==> src/rtl/lab_pkg.sv <==
// Shared definitions for the ZedBoard adder labs: operator FSM encodings,
// LED reset pattern and the LED word packing helper.
package lab_pkg;

  // FSM state codes double as the LED[7:6] display codes.
  localparam logic [1:0] ST_LOAD_A = 2'b01;
  localparam logic [1:0] ST_LOAD_B = 2'b10;
  localparam logic [1:0] ST_SHOW   = 2'b11;

  // LED pattern after reset: state LOAD_A, everything else dark.
  localparam logic [7:0] LED_RESET = 8'h40;

  // Pack the LED word: {state, debounced level, valid, nibble}.
  function automatic logic [7:0] led_word(input logic [1:0] st,
                                          input logic       level,
                                          input logic       valid,
                                          input logic [3:0] nibble);
    return {st, level, valid, nibble};
  endfunction

endpackage

==> src/rtl/button_debouncer.sv <==
// Push-button front end: two-flop synchronizer, counter-based debouncer and
// a one-cycle pulse on every accepted rising level. Reused by later labs.
// DEBOUNCE_CYCLES must be 2 or more and 2**CNT_W >= DEBOUNCE_CYCLES.
module button_debouncer #(
  parameter int DEBOUNCE_CYCLES = 1000000,
  parameter int CNT_W           = 20
) (
  input  logic clk,
  input  logic rst,
  input  logic btn_raw,
  output logic level,
  output logic press
);

  logic             sync1;
  logic             sync2;
  logic             deb;
  logic             deb_q;
  logic [CNT_W-1:0] cnt;

  // Bring the asynchronous button into the clock domain.
  always_ff @(posedge clk) begin
    // NOTE: sequential state uses non-blocking assignments so every flop
    // samples the pre-edge value of its source, giving a real two-stage chain.
    if (rst) begin
      sync1 <= 1'b0;
      sync2 <= 1'b0;
    end else begin
      sync1 <= btn_raw;
      sync2 <= sync1;
    end
  end

  // Accept a new level only after it has differed from deb for
  // DEBOUNCE_CYCLES consecutive cycles; any bounce back restarts the count.
  always_ff @(posedge clk) begin
    if (rst) begin
      deb <= 1'b0;
      cnt <= '0;
    end else if (sync2 == deb) begin
      cnt <= '0;
    end else if (cnt == CNT_W'(DEBOUNCE_CYCLES - 1)) begin
      deb <= sync2;
      cnt <= '0;
    end else begin
      cnt <= cnt + CNT_W'(1);
    end
  end

  // Delayed copy of deb for rising-edge detection.
  always_ff @(posedge clk) begin
    if (rst) deb_q <= 1'b0;
    else     deb_q <= deb;
  end

  assign level = deb;
  // One-cycle pulse on an accepted press; release produces nothing.
  assign press = deb & ~deb_q;

endmodule

==> src/rtl/operand_sequencer.sv <==
// Operand entry front end for the 4-bit ripple-carry adder: the operator
// loads A then B from the switches with one debounced button, the adder sum
// is captured in SHOW, and the next press returns to LOAD_A.
module operand_sequencer
  import lab_pkg::*;
#(
  parameter int DEBOUNCE_CYCLES = 1000000,
  parameter int CNT_W           = 20
) (
  input  logic       clk,
  input  logic       rst,
  input  logic       BTN,
  input  logic [3:0] SWITCH,
  input  logic [3:0] SUM_IN,
  output logic [7:0] OPERANDS,
  output logic [7:0] LED
);

  logic       deb_level;
  logic       press;
  logic [1:0] state;
  logic [3:0] a;
  logic [3:0] b;
  logic [3:0] res;
  logic       valid;
  logic [7:0] led_r;

  button_debouncer #(
    .DEBOUNCE_CYCLES (DEBOUNCE_CYCLES),
    .CNT_W           (CNT_W)
  ) u_debouncer (
    .clk     (clk),
    .rst     (rst),
    .btn_raw (BTN),
    .level   (deb_level),
    .press   (press)
  );

  // Operator FSM and operand/result registers; every state consumes press,
  // so a one-cycle pulse is never lost or counted twice.
  always_ff @(posedge clk) begin
    if (rst) begin
      state <= ST_LOAD_A;
      a     <= 4'h0;
      b     <= 4'h0;
      res   <= 4'h0;
      valid <= 1'b0;
    end else begin
      case (state)
        ST_LOAD_A: begin
          if (press) begin
            a     <= SWITCH;
            state <= ST_LOAD_B;
          end
        end
        ST_LOAD_B: begin
          if (press) begin
            b     <= SWITCH;
            valid <= 1'b0;
            state <= ST_SHOW;
          end
        end
        ST_SHOW: begin
          if (press) begin
            res   <= 4'h0;
            valid <= 1'b0;
            state <= ST_LOAD_A;
          end else if (!valid) begin
            // Operands have been stable since entering SHOW, so the adder
            // output is settled on this first edge.
            res   <= SUM_IN;
            valid <= 1'b1;
          end
        end
        default: state <= ST_LOAD_A;
      endcase
    end
  end

  // Registered LED word: state code, debounced level, valid, and either the
  // switch preview or the captured sum.
  always_ff @(posedge clk) begin
    if (rst) led_r <= LED_RESET;
    else     led_r <= led_word(state, deb_level, valid,
                               (state == ST_SHOW) ? res : SWITCH);
  end

  assign OPERANDS = {b, a};
  assign LED      = led_r;

endmodule
==> config.mk <==
export PLATFORM = sky130hd
export DESIGN_NAME = operand_sequencer
export DESIGN_NICKNAME = d
export VERILOG_FILES = /design/src/rtl/lab_pkg.sv /design/src/rtl/button_debouncer.sv /design/src/rtl/operand_sequencer.sv
export SDC_FILE = /design/constraint.sdc
export NUM_CORES = 1
export LEC_CHECK = 0
export CAP_MARGIN = 5
export CORE_ASPECT_RATIO = 0.5
export CORE_UTILIZATION = 47
export CTS_BUF_LIST = sky130_fd_sc_hd__clkbuf_8
export DETAILED_ROUTE_END_ITERATION = 12
export PLACE_DENSITY = 0.7
export SYNTH_ARGS = -nofsm -noshare
export SYNTH_HDL_FRONTEND = slang
export SYNTH_SLANG_ARGS = --single-unit
==> constraint.sdc <==
create_clock -name clk -period 4.3 [get_ports clk]
set_clock_uncertainty 0.15 [all_clocks]
set_input_delay 0.43 -clock clk [delete_from_list [all_inputs] [get_ports clk]]
set_output_delay 0.43 -clock clk [all_outputs]
set_load 0.02 [all_outputs]
* Word level (Yosys, flattened, before mapping)
Index checks and enable logic that the tools add are counted.
** Word-level totals
- Register bits after elaboration :: 47
- Latch bits :: 0
- RAM bits :: 0
- Bits in read-only memories :: 0
- Logic and storage cells :: 42
- Memories kept :: 0
** Operators by class
- Add/subtract/negate cells :: 1
- $mul :: 0
- Divide/modulo/power cells :: 0
- $lt $le $gt $ge :: 0
- Equality and inequality tests :: 9
- Shifts and indexed selects :: 0
- Muxes and demuxes :: 10
- Bitwise operators :: 3
- Reduce and logical (&&, ||, !) cells :: 8
** Operators with widths (number)
- adder 20 x 1 -> 20 bit (second input constant) :: 1
- == test 20 bit (second input constant) :: 1
- two-way mux 4 bit :: 3
- AND reduction 2 bit :: 5
- inequality test 2 bit (second input constant) :: 4
- two-way mux 2 bit :: 3
- case mux 2 bit (3 select lines) :: 1
- == test 2 bit (second input constant) :: 2
- AND reduction 3 bit :: 1
- OR reduction 3 bit :: 1
- == test 2 x 1 -> 1 bit (second input constant) :: 1
- two-way mux 1 bit :: 2
- NOT 1 bit :: 2
- case mux 1 bit (2 select lines) :: 1
- nonzero test 2 bit :: 1
- bitwise AND 1 bit :: 1
- == test 1 bit :: 1

* Logic depth before layout (Yosys ltp)
Gate-level depths: netlist of run 1.
- Depth in word-level cells :: 4
- Mapped depth :: 6
- Depth with buffers taken out :: 5

* Modules after synthesis
A second synthesis of run 1 with hierarchy kept.
** Unflattened totals
- Cell total of the unflattened synthesis :: 213
- Area total of the unflattened synthesis :: 1920.6 sq um
** Modules (own cells, without submodules)
- button_debouncer :: times used 1, cells each 116, area each 1048.5 sq um, sequential area each 480.5 sq um
- operand_sequencer :: times used 1, cells each 97, area each 872.1 sq um, sequential area each 460.4 sq um

* Least setup slack after synthesis of run 1
No wires, ideal clock.
- Path type :: register -> register
- From :: reg u_debouncer.cnt[0]
- To :: reg u_debouncer.cnt[10]
- Setup time :: 0.117 ns
- Data arrival time :: 1.641 ns
- Data required time :: 4.033 ns
- Setup slack :: 2.391 ns
- Stages on the path, launching flop included :: 7
- Path buffers :: 1
- Path through :: dfxtp_1 > ha_1 > nand3_1 > or2_0 > o21ai_2 > buf_2 > nor2_1
** Between the ends
- Cells in the longest elaborated chain, start to end :: 2
- Elaborated cells on any way between the ends :: 3
- Classes of those cells :: 1 x add/sub; 1 x eq/ne; 1 x reduce/logical
** Ends and longest elaborated chain
- from (decl) :: RTL line button_debouncer.sv:19 : logic [CNT_W-1:0] cnt;
- from (signal assigned) :: RTL line button_debouncer.sv:46 : cnt <= cnt + CNT_W'(1);
- branches (longest 2 deep; another with adder 20 x 1 -> 20 bit)
Several ways; the timed one is not identified.
A chain may end at the register's enable or synchronous reset.

* Final worst setup path of run 1
- From :: reg u_debouncer.cnt[0]
- To :: reg u_debouncer.cnt[16]
Same word-level chain as after synthesis.

==> results of run 1 <==
-- final timing paths --
path,startpoint,end,slack [ns],cells after the start
max reg2reg,u_debouncer.cnt[0],u_debouncer.cnt[16],2.03,5
min,b[0],b[0],0.31,2
max,u_debouncer.cnt[0],u_debouncer.cnt[16],2.03,5
min reg2reg,b[0],b[0],0.31,2
-- sequential cells by signal, summed over array words and instances, names as in the netlist --
name,count
u_debouncer.sync2,1
valid,1
state,2
u_debouncer.cnt,20
b,4
a,4
res,4
u_debouncer.sync1,1
LED,8
u_debouncer.level,1
-- area by class of cell --
| type | instances | area share (%) |
|---|---|---|
| clock buffers | 5 | 3.01 |
| multi-input cells | 147 | 40.5 |
| well taps | 51 | 2.79 |
| repair buffers | 26 | 11.4 |
| flip-flops and latches | 46 | 40.2 |
| inverters | 8 | 1.31 |
| clock inverters | 3 | 0.765 |
-- synth_stat cells, types with 2 or more instances --
cell / number / area [µm²]
a21oi_1: 13 / 65.1
a22oi_1: 3 / 22.5
clkbuf_1: 5 / 18.8
dfxtp_1: 46 / 921
ha_1: 5 / 62.6
inv_1: 8 / 30.0
mux2i_1: 5 / 50.1
nand2_1: 16 / 60.1
nand3_1: 14 / 70.1
nand4_1: 3 / 18.8
nor2_1: 30 / 113
nor2b_1: 4 / 25.0
nor3_1: 3 / 15.0
nor3b_1: 2 / 15.0
nor4_1: 6 / 37.5
o21ai_0: 4 / 20.0
o31ai_1: 2 / 15.0
or2_2: 2 / 12.5
xnor2_1: 14 / 123
xor2_1: 2 / 17.5
-- cells in the final DEF (no fill, tap or decap), types with 3 or more instances in the layout --
cell type,instances
a21oi_1,13
nor3_1,3
clkbuf_8,5
mux2i_1,5
inv_1,9
ha_1,5
o21ai_0,4
clkdlybuf4s50_1,26
nor2_1,30
nor2b_1,4
nand2_1,16
dfxtp_1,46
nor4_1,6
xnor2_1,14
a22oi_1,3
nand4_1,3
nand3_1,14
-- tightest hold or removal path: cells and delay by family (launching register included) --
kind,cells,cell delay [ns]
AOI/OAI and AO/OA,1,0.05
DFF,1,0.32
and+or+nand+nor,1,0.05
-- per-stage QoR --
stage | std cells | area, µm² | hold WS, ns | total power [mW] | util [%]
CTS | 286 | 2290 | 0.311 | 0.889 | 62.5
finish | 286 | 2290 | 0.307 | 0.879 | 62.5
global route | 286 | 2290 | 0.333 | 0.927 | 62.5
detailed placement | 278 | 2200 | 0.289 | 0.634 | 60.2
global placement | 278 | 2200 | 0.281 | 0.629 | 60.2
floorplan | 209 | 1910 | 0.264 | 0.580 | -
-- per-layer routing --
layer | vias up | track usage [%] | wire (µm)
met1 | 667 | 21.5 | 1660
met4 | 0 | 5.63 | 39
met3 | 6 | 6.31 | 211
met5 | - | 0 | 0
li1 | 765 | - | -
met2 | 33 | 29.6 | 1470
-- kinds of logic after synthesis --
logic type | share of synthesized area (%)
AOI/OAI and AO/OA | 8.18
xor gates and xnor gates | 7.33
adders and majority gates | 3.27
buffers and inverters | 3.40
DFF | 48.1
muxes | 2.62
and+or+nand+nor | 27.1
-- power groups by stage --
| stage | Sequential [mW] | Combinational, mW | Clock [mW] |
|---|---|---|---|
| 2_1_floorplan | 0.496 | 0.0832 | 0 |
| 3_3_place_gp | 0.480 | 0.149 | 0 |
| 3_5_place_dp | 0.482 | 0.152 | 0 |
| 4_1_cts | 0.472 | 0.153 | 0.264 |
| 5_1_grt | 0.475 | 0.167 | 0.285 |
| 6_report | 0.472 | 0.153 | 0.254 |
==> reports/qor.csv, run 1 <==
stage,metric,value,unit
finish,multi_input_area,927,µm²
sta,fin_crit_sh,52.8,%
sta,rsz0062_at_grt,false,
worst_setup_path,cpPeakStageDelay,0.67,ns
global_route,grt_pass1_vias,1293,
yosys,syn_nets,225,
placed_design,place.gp.congestion,0.818,
global_route,grt_overflow,0,
finish,register_area,921,µm²
drt,drc,0,
power,power_density,384,mW/mm²
global_route,gr-usage-all-layers,17.4,%
global_route,grt_max_degree,29,
clocking,cts_buffer_depth,2,
drt,drt_iter0_markers,40,
clocking,post-cts-setup-buffers,0,
sta,fin_crit,2.27,ns
sta,hold_violations,0,
yosys,ys_types,42,
power,seq_power_share,53.7,%
job,cap_violations,0,
worst_setup_path,path_delay_family,simple AND/OR/NAND/NOR gates,
sta,tightest_slew,0.945,ns
yosys,synth_edf_count,0,
sta,slew-limit-headroom,36.8,%
worst_setup_path,cp_max_fo,19,
power,p_sw,239,µW
yosys,synth_area,0.00191,mm²
clocking,cts-root-buf,clkbuf_8,
clocking,clock_sinks,46,
placed_design,hpwl,2380,µm
clocking,hold_buffers,0,
drt,routedWlPerCell,11.8,µm
sta,setup_ws,2.03,ns
yosys,syn_area_per_cell,9.15,µm²
yosys,async_reset_ff_share,0,%
clocking,cts_tree,done,
finish,drive_gt1_share,6.81,%
clocking,clkLatencyLatePin,0.30,ns
worst_setup_path,crit_path_end_kind,register,
global_route,grt_pass1_wl,5750,µm
die,num_io_pins,27,
worst_setup_path,required,4.30,ns
sta,slew_violations,0,
die,die_y,47.1,µm
power,pwr-share-comb,17.4,%
finish,area_growth,19.6,%
worst_setup_path,critPathKind,register to register,
worst_setup_path,cp_num_buf_inv,0,
die,rows,15,
power,ir_worst_vdd,0.169,mV
global_route,antenna_found_initial,0,
worst_setup_path,start_kind,register,
yosys,yosys_warnings,0,
power,swShare,27.2,%
die,die_area,0.00435,mm²
worst_hold_path,hp-class,register to register,
worst_setup_path,crit_path_top_delay_cell,o21ai_2,
clocking,path_clk_slew,0.09,ns
drt,dr_total_vias,1471,
power,power.internal,640,µW
drt,routed_wirelength,3380,µm
placed_design,io_buffers,26,
yosys,yosysSeqAreaShare,48.1,%
sta,max_freq,440,MHz
die,core,0.00366,mm²
drt,ant_nets,0,
finish,fill_cells,323,
placed_design,place_ws,1.87,ns
die,fp.dieW,92.2,µm
die,start_util,52.3,%
clocking,cts_resized,0,
power,leakagePower,0.744,nW
yosys,synthFlopType,dfxtp_1,
finish,final_nets,250,
power,pwr-share-clk,28.9,%
drt,via_per_inst,5.14,
sta,finalSetupTns,0,ns
worst_setup_path,crit_chain,ha_1 -> nand3_1 -> or2_0 -> o21ai_2 -> nor2_1,
run_status,status,finished clean,
clocking,cts_buffers,5,
drt,firstDrtPassIters,4,
finish,n_antenna_cell,0,
sta,finalSetupViolations,0,
yosys,yosys_register_bits,46,
clocking,htreeDepth,2,
worst_setup_path,arrival,2.27,ns
yosys,synth_cells,209,
Power figures use the tool's default switching activity.
==> run 2, diff against run 1 <==
- clock period: 4.3 -> 2.19 ns (I/O delays scaled with it)
==> reports/qor.csv, run 2 (same netlist as run 1, synthesis figures left out) <==
stage,metric,value,unit,change
run_status,status,finished clean,,
finish,regMostFlops,u_debouncer.cnt,,
clocking,htreeDepth,2,,unchanged
drt,routedWlPerCell,12.3,µm,+4.5%
die,num_io_pins,27,,unchanged
finish,n_antenna_cell,0,,unchanged
finish,drive_gt1_share,9.17,%,+2.4 points
sta,max_freq,509,MHz,+16%
clocking,clkLatencyLatePin,0.30,ns,about the same
worst_setup_path,arrival,2.05,ns,-0.22 ns
placed_design,io_buffers,26,,unchanged
clocking,hold_buffers,0,,unchanged
placed_design,dp_cells,283,,+1.8%
finish,largest_reg_flops,20,,unchanged
sta,tightest_slew,0.461,ns,-0.484 ns
worst_setup_path,cpPeakStageDelay,0.47,ns,-0.20 ns
global_route,grt_pass1_vias,1289,,-0.31%
worst_setup_path,critPathKind,register to register,,
power,ir_worst_vdd,0.319,mV,+89%
worst_hold_path,hp-class,register to register,,
clocking,cts_buffers,5,,unchanged
placed_design,place_ws,0.263,ns,-1.61 ns
drt,firstDrtPassIters,4,,unchanged
finish,mostFrequentLayoutCells,"dfxtp_1 (46), nor2_1 (30), clkdlybuf4s50_1 (26), nand2_1 (16)",,
finish,finish.utilization,63.8,%,+1.3 points
worst_setup_path,start_kind,register,,
die,die_area,0.00435,mm²,unchanged
sta,fin_crit,1.96,ns,-0.306 ns
global_route,grt_max_degree,28,,-3.4%
finish,layout_commonest_cell,dfxtp_1,,
clocking,cts_resized,0,,unchanged
worst_setup_path,crit_path_end_kind,register,,
die,start_util,52.3,%,unchanged
clocking,post-cts-setup-buffers,0,,unchanged
sta,hold_violations,0,,unchanged
sta,fin_crit_sh,89.7,%,+37 points
worst_setup_path,reg2reg_from,u_debouncer.cnt[0],,
clocking,cts-root-buf,clkbuf_8,,
die,fp.dieW,92.2,µm,unchanged
global_route,antenna_found_initial,0,,unchanged
clocking,path_clk_slew,0.08,ns,about the same
clocking,cts_buffer_depth,2,,unchanged
drt,ant_nets,0,,unchanged
worst_setup_path,required,2.28,ns,-2.02 ns
job,cap_violations,0,,unchanged
worst_setup_path,crit_chain,ha_1 -> nand3_1 -> nor4_1 -> or3b_1 -> a21oi_1,,
global_route,gr-usage-all-layers,17.4,%,+0.026 points
placed_design,hpwl,2540,µm,+6.8%
worst_setup_path,cp_max_fo,4,,-15
finish,final_nets,255,,+2.0%
sta,slew-limit-headroom,68.9,%,+32 points
sta,slew_violations,0,,unchanged
drt,via_per_inst,5.21,,+1.2%
finish,instances_no_fill,291,,+1.7%
clocking,clock_sinks,46,,unchanged
die,rows,15,,unchanged
drt,drc,0,,unchanged
worst_setup_path,startpoint,u_debouncer.cnt[0],,
drt,routed_wirelength,3590,µm,+6.3%
global_route,grt_overflow,0,,unchanged
die,core,0.00366,mm²,unchanged
global_route,grt_pass1_wl,5720,µm,-0.47%
finish,area_growth,22.0,%,
clocking,cts_tree,done,,
drt,dr_total_vias,1515,,+3.0%
sta,finalSetupTns,0,ns,unchanged
drt,drt_iter0_markers,31,,-23%
power,leakagePower,0.765,nW,+2.8%
sta,finalSetupViolations,0,,unchanged
worst_hold_path,hold_start,u_debouncer.sync1,,
placed_design,place.gp.congestion,0.783,,-4.3%
sta,setup_ws,0.225,ns,-1.80 ns
sta,rsz0062_at_grt,false,,
power,power_density,756,mW/mm²,+97%
die,die_y,47.1,µm,unchanged
worst_setup_path,crit_path_top_delay_cell,nor4_1,,
run 2: path summary, 6_finish.rpt:
kind | cells after the start | to | slack, ns
setup / recovery | 5 | u_debouncer.cnt[18] | 0.23
hold / removal | 1 | u_debouncer.sync2 | 0.30
setup reg to reg | 5 | u_debouncer.cnt[18] | 0.23
hold reg to reg | 1 | u_debouncer.sync2 | 0.30
run 2: per-layer routing:
layer  share of wire (%)  routed length (µm)  track usage, %  up-vias
li1                    -                   -               -      771
met1                  50                1790            21.2      707
met2                  44                1590            30.1       30
met3                 4.6                 165            5.18        7
met4                 1.3                  45            7.50        0
met5                   0                   0               0        -
run 2: through the flow:
| step | cell area (µm²) | hold slack, ns | power [mW] |
|---|---|---|---|
| floorplan | 1910 | 0.197 | 1.14 |
| global placement | 2240 | 0.271 | 1.24 |
| CTS | 2330 | 0.293 | 1.78 |
| finish | 2330 | 0.295 | 1.76 |
| detailed placement | 2240 | 0.280 | 1.25 |
| global route | 2330 | 0.312 | 1.85 |
run 2: final cells by class:
class | count | area (µm²)
Timing Repair Buffer | 31 | 298
Sequential cell | 46 | 921
Multi-Input combinational cell | 147 | 927
Tap cell | 51 | 63.8
Inverter | 8 | 30.0
Clock inverter | 2 | 12.5
Fill cell | 300 | 1330
Clock buffer | 6 | 82.6
run 2: worst max-delay path: cells and delay by family (launching register included):
kind / cells / cell delay, ns
flops: 1 / 0.40
compound gates: 1 / 0.14
fa+ha+maj: 1 / 0.21
simple gates: 3 / 1.00
run 2: where the power goes:
group | internal (mW) | total [mW] | switching [mW] | leakage [nW]
Clock | 0.254 | 0.538 | 0.285 | 0.0472
Sequential | 0.896 | 0.926 | 0.0295 | 0.373
Combinational | 0.141 | 0.300 | 0.159 | 0.345
Total | 1.29 | 1.76 | 0.473 | 0.765
==> run 3, diff against run 2 <==
- CORE_UTILIZATION: 47 -> 51
- PLACE_DENSITY: 0.7 -> 0.75
==> reports/qor.csv, run 3 (same netlist as run 1, synthesis figures left out) <==
stage,metric,value,unit,change
worst_setup_path,arrival,2.01,ns,-0.04 ns
sta,tightest_slew,0.455,ns,-0.00650 ns
die,fp.dieW,88.6,µm,-3.9%
sta,max_freq,519,MHz,+2.0%
placed_design,hpwl,2590,µm,+1.9%
clocking,cts-root-buf,clkbuf_8,,
clocking,htreeDepth,2,,unchanged
global_route,gr-usage-all-layers,19.7,%,+2.3 points
sta,finalSetupTns,0,ns,unchanged
global_route,grt_pass1_vias,1342,,+4.1%
worst_setup_path,crit_chain,ha_1 -> nand3_1 -> nor4_1 -> or3b_1 -> a21oi_1,,
drt,drt_iter0_markers,52,,+68%
power,pwr-share-comb,17.0,%,about the same
finish,layout_commonest_cell,dfxtp_1,,
worst_setup_path,crit_path_end_kind,register,,
drt,ant_nets,0,,unchanged
die,num_io_pins,27,,unchanged
worst_setup_path,critPathKind,register to register,,
finish,final_nets,255,,unchanged
global_route,antenna_found_initial,0,,unchanged
sta,rsz0062_at_grt,false,,
power,swShare,26.9,%,about the same
clocking,hold_buffers,0,,unchanged
clocking,path_clk_slew,0.09,ns,about the same
power,leakagePower,0.765,nW,unchanged
sta,slew_violations,0,,unchanged
drt,dr_total_vias,1506,,-0.59%
sta,hold_violations,0,,unchanged
die,core,0.00351,mm²,-4.1%
finish,n_antenna_cell,0,,unchanged
drt,routedWlPerCell,12.3,µm,about the same
global_route,grt_overflow,0,,unchanged
die,start_util,54.5,%,+2.2 points
die,rows,15,,unchanged
job,cap_violations,0,,unchanged
worst_hold_path,hp-class,register to register,,
global_route,grt_pass1_wl,5860,µm,+2.4%
drt,drc,0,,unchanged
placed_design,io_buffers,26,,unchanged
finish,largest_reg_flops,20,,unchanged
power,pwr-share-clk,30.5,%,about the same
clocking,cts_resized,0,,unchanged
power,seq_power_share,52.5,%,about the same
sta,fin_crit,1.93,ns,-0.0378 ns
clocking,clock_sinks,46,,unchanged
drt,routed_wirelength,3590,µm,about the same
clocking,cts_tree,done,,
power,power_density,756,mW/mm²,about the same
power,ir_worst_vdd,0.263,mV,-18%
sta,setup_ws,0.263,ns,+0.0378 ns
placed_design,place_ws,0.262,ns,-0.000561 ns
sta,fin_crit_sh,88.0,%,-1.7 points
placed_design,place.gp.congestion,0.823,,+5.2%
finish,regMostFlops,u_debouncer.cnt,,
die,die_area,0.00402,mm²,-7.6%
worst_setup_path,path_delay_family,simple AND/OR/NAND/NOR gates,,
drt,firstDrtPassIters,4,,unchanged
finish,fill_cells,273,,-9.0%
run_status,status,finished clean,,
die,die_y,45.3,µm,-3.8%
clocking,post-cts-setup-buffers,0,,unchanged
worst_setup_path,cp_num_buf_inv,0,,unchanged
clocking,clkLatencyLatePin,0.30,ns,about the same
clocking,cts_buffers,5,,unchanged
global_route,grt_max_degree,28,,unchanged
worst_setup_path,cpPeakStageDelay,0.45,ns,-0.02 ns
sta,slew-limit-headroom,69.4,%,+0.50 points
worst_setup_path,cp_max_fo,4,,unchanged
worst_setup_path,start_kind,register,,
sta,finalSetupViolations,0,,unchanged
finish,mostFrequentLayoutCells,"dfxtp_1 (46), nor2_1 (30), clkdlybuf4s50_1 (26), nand2_1 (16)",,
finish,area_growth,22.0,%,unchanged
power,p_sw,474,µW,about the same
worst_setup_path,crit_path_top_delay_cell,nor4_1,,
power,power.internal,1.29,mW,about the same
clocking,cts_buffer_depth,2,,unchanged
finish,drive_gt1_share,9.17,%,unchanged
drt,via_per_inst,5.18,,-0.59%
worst_setup_path,required,2.27,ns,about the same
run 3: cell counts in the layout (fill, tap and decap cells not counted):
No cell type changed its count.
run 3: metrics by stage:
step,std cells,util [%],hold WS [ns],power [mW],instance area (µm²)
floorplan,209,-,0.197,1.14,1910
global placement,283,63.8,0.272,1.24,2240
detailed placement,283,63.8,0.290,1.25,2240
CTS,291,66.5,0.295,1.78,2330
global route,291,66.5,0.312,1.86,2330
finish,291,66.5,0.290,1.76,2330
run 3: layout make-up:
type,instances,area [µm²],area share (%)
multi-input cells,147,927,39.7
flip-flops and latches,46,921,39.4
repair buffers,31,298,12.8
clock buffers,6,82.6,3.54
well taps,51,63.8,2.73
inverters,8,30.0,1.29
clock inverters,2,12.5,0.536
run 3: power groups by stage:
| stage | clock network, mW | registers [mW] | logic (mW) |
|---|---|---|---|
| floorplan | 0 | 0.975 | 0.163 |
| global placement | 0 | 0.944 | 0.294 |
| detailed placement | 0 | 0.947 | 0.299 |
| CTS | 0.547 | 0.927 | 0.303 |
| global route | 0.587 | 0.935 | 0.336 |
| finish | 0.538 | 0.926 | 0.300 |
run 3: worst register-to-register path, stage by stage, from the launching register on:
cell     delay, ns
dfxtp_1       0.40
ha_1          0.21
nand3_1       0.12
nor4_1        0.45
or3b_1        0.40
a21oi_1       0.14
run 3: routing by layer:
metal	part of all wire, %	global-route usage, %
met3	4.8	5.48
met5	0	0
met4	1.7	9.68
met1	49	24.6
met2	44	32.3
run 3: final timing paths:
check	start	end	slack, ns	cells after the start
max	u_debouncer.cnt[0]	u_debouncer.cnt[18]	0.26	5
min	u_debouncer.sync1	u_debouncer.sync2	0.29	1
max reg2reg	u_debouncer.cnt[0]	u_debouncer.cnt[18]	0.26	5
min reg2reg	u_debouncer.sync1	u_debouncer.sync2	0.29	1
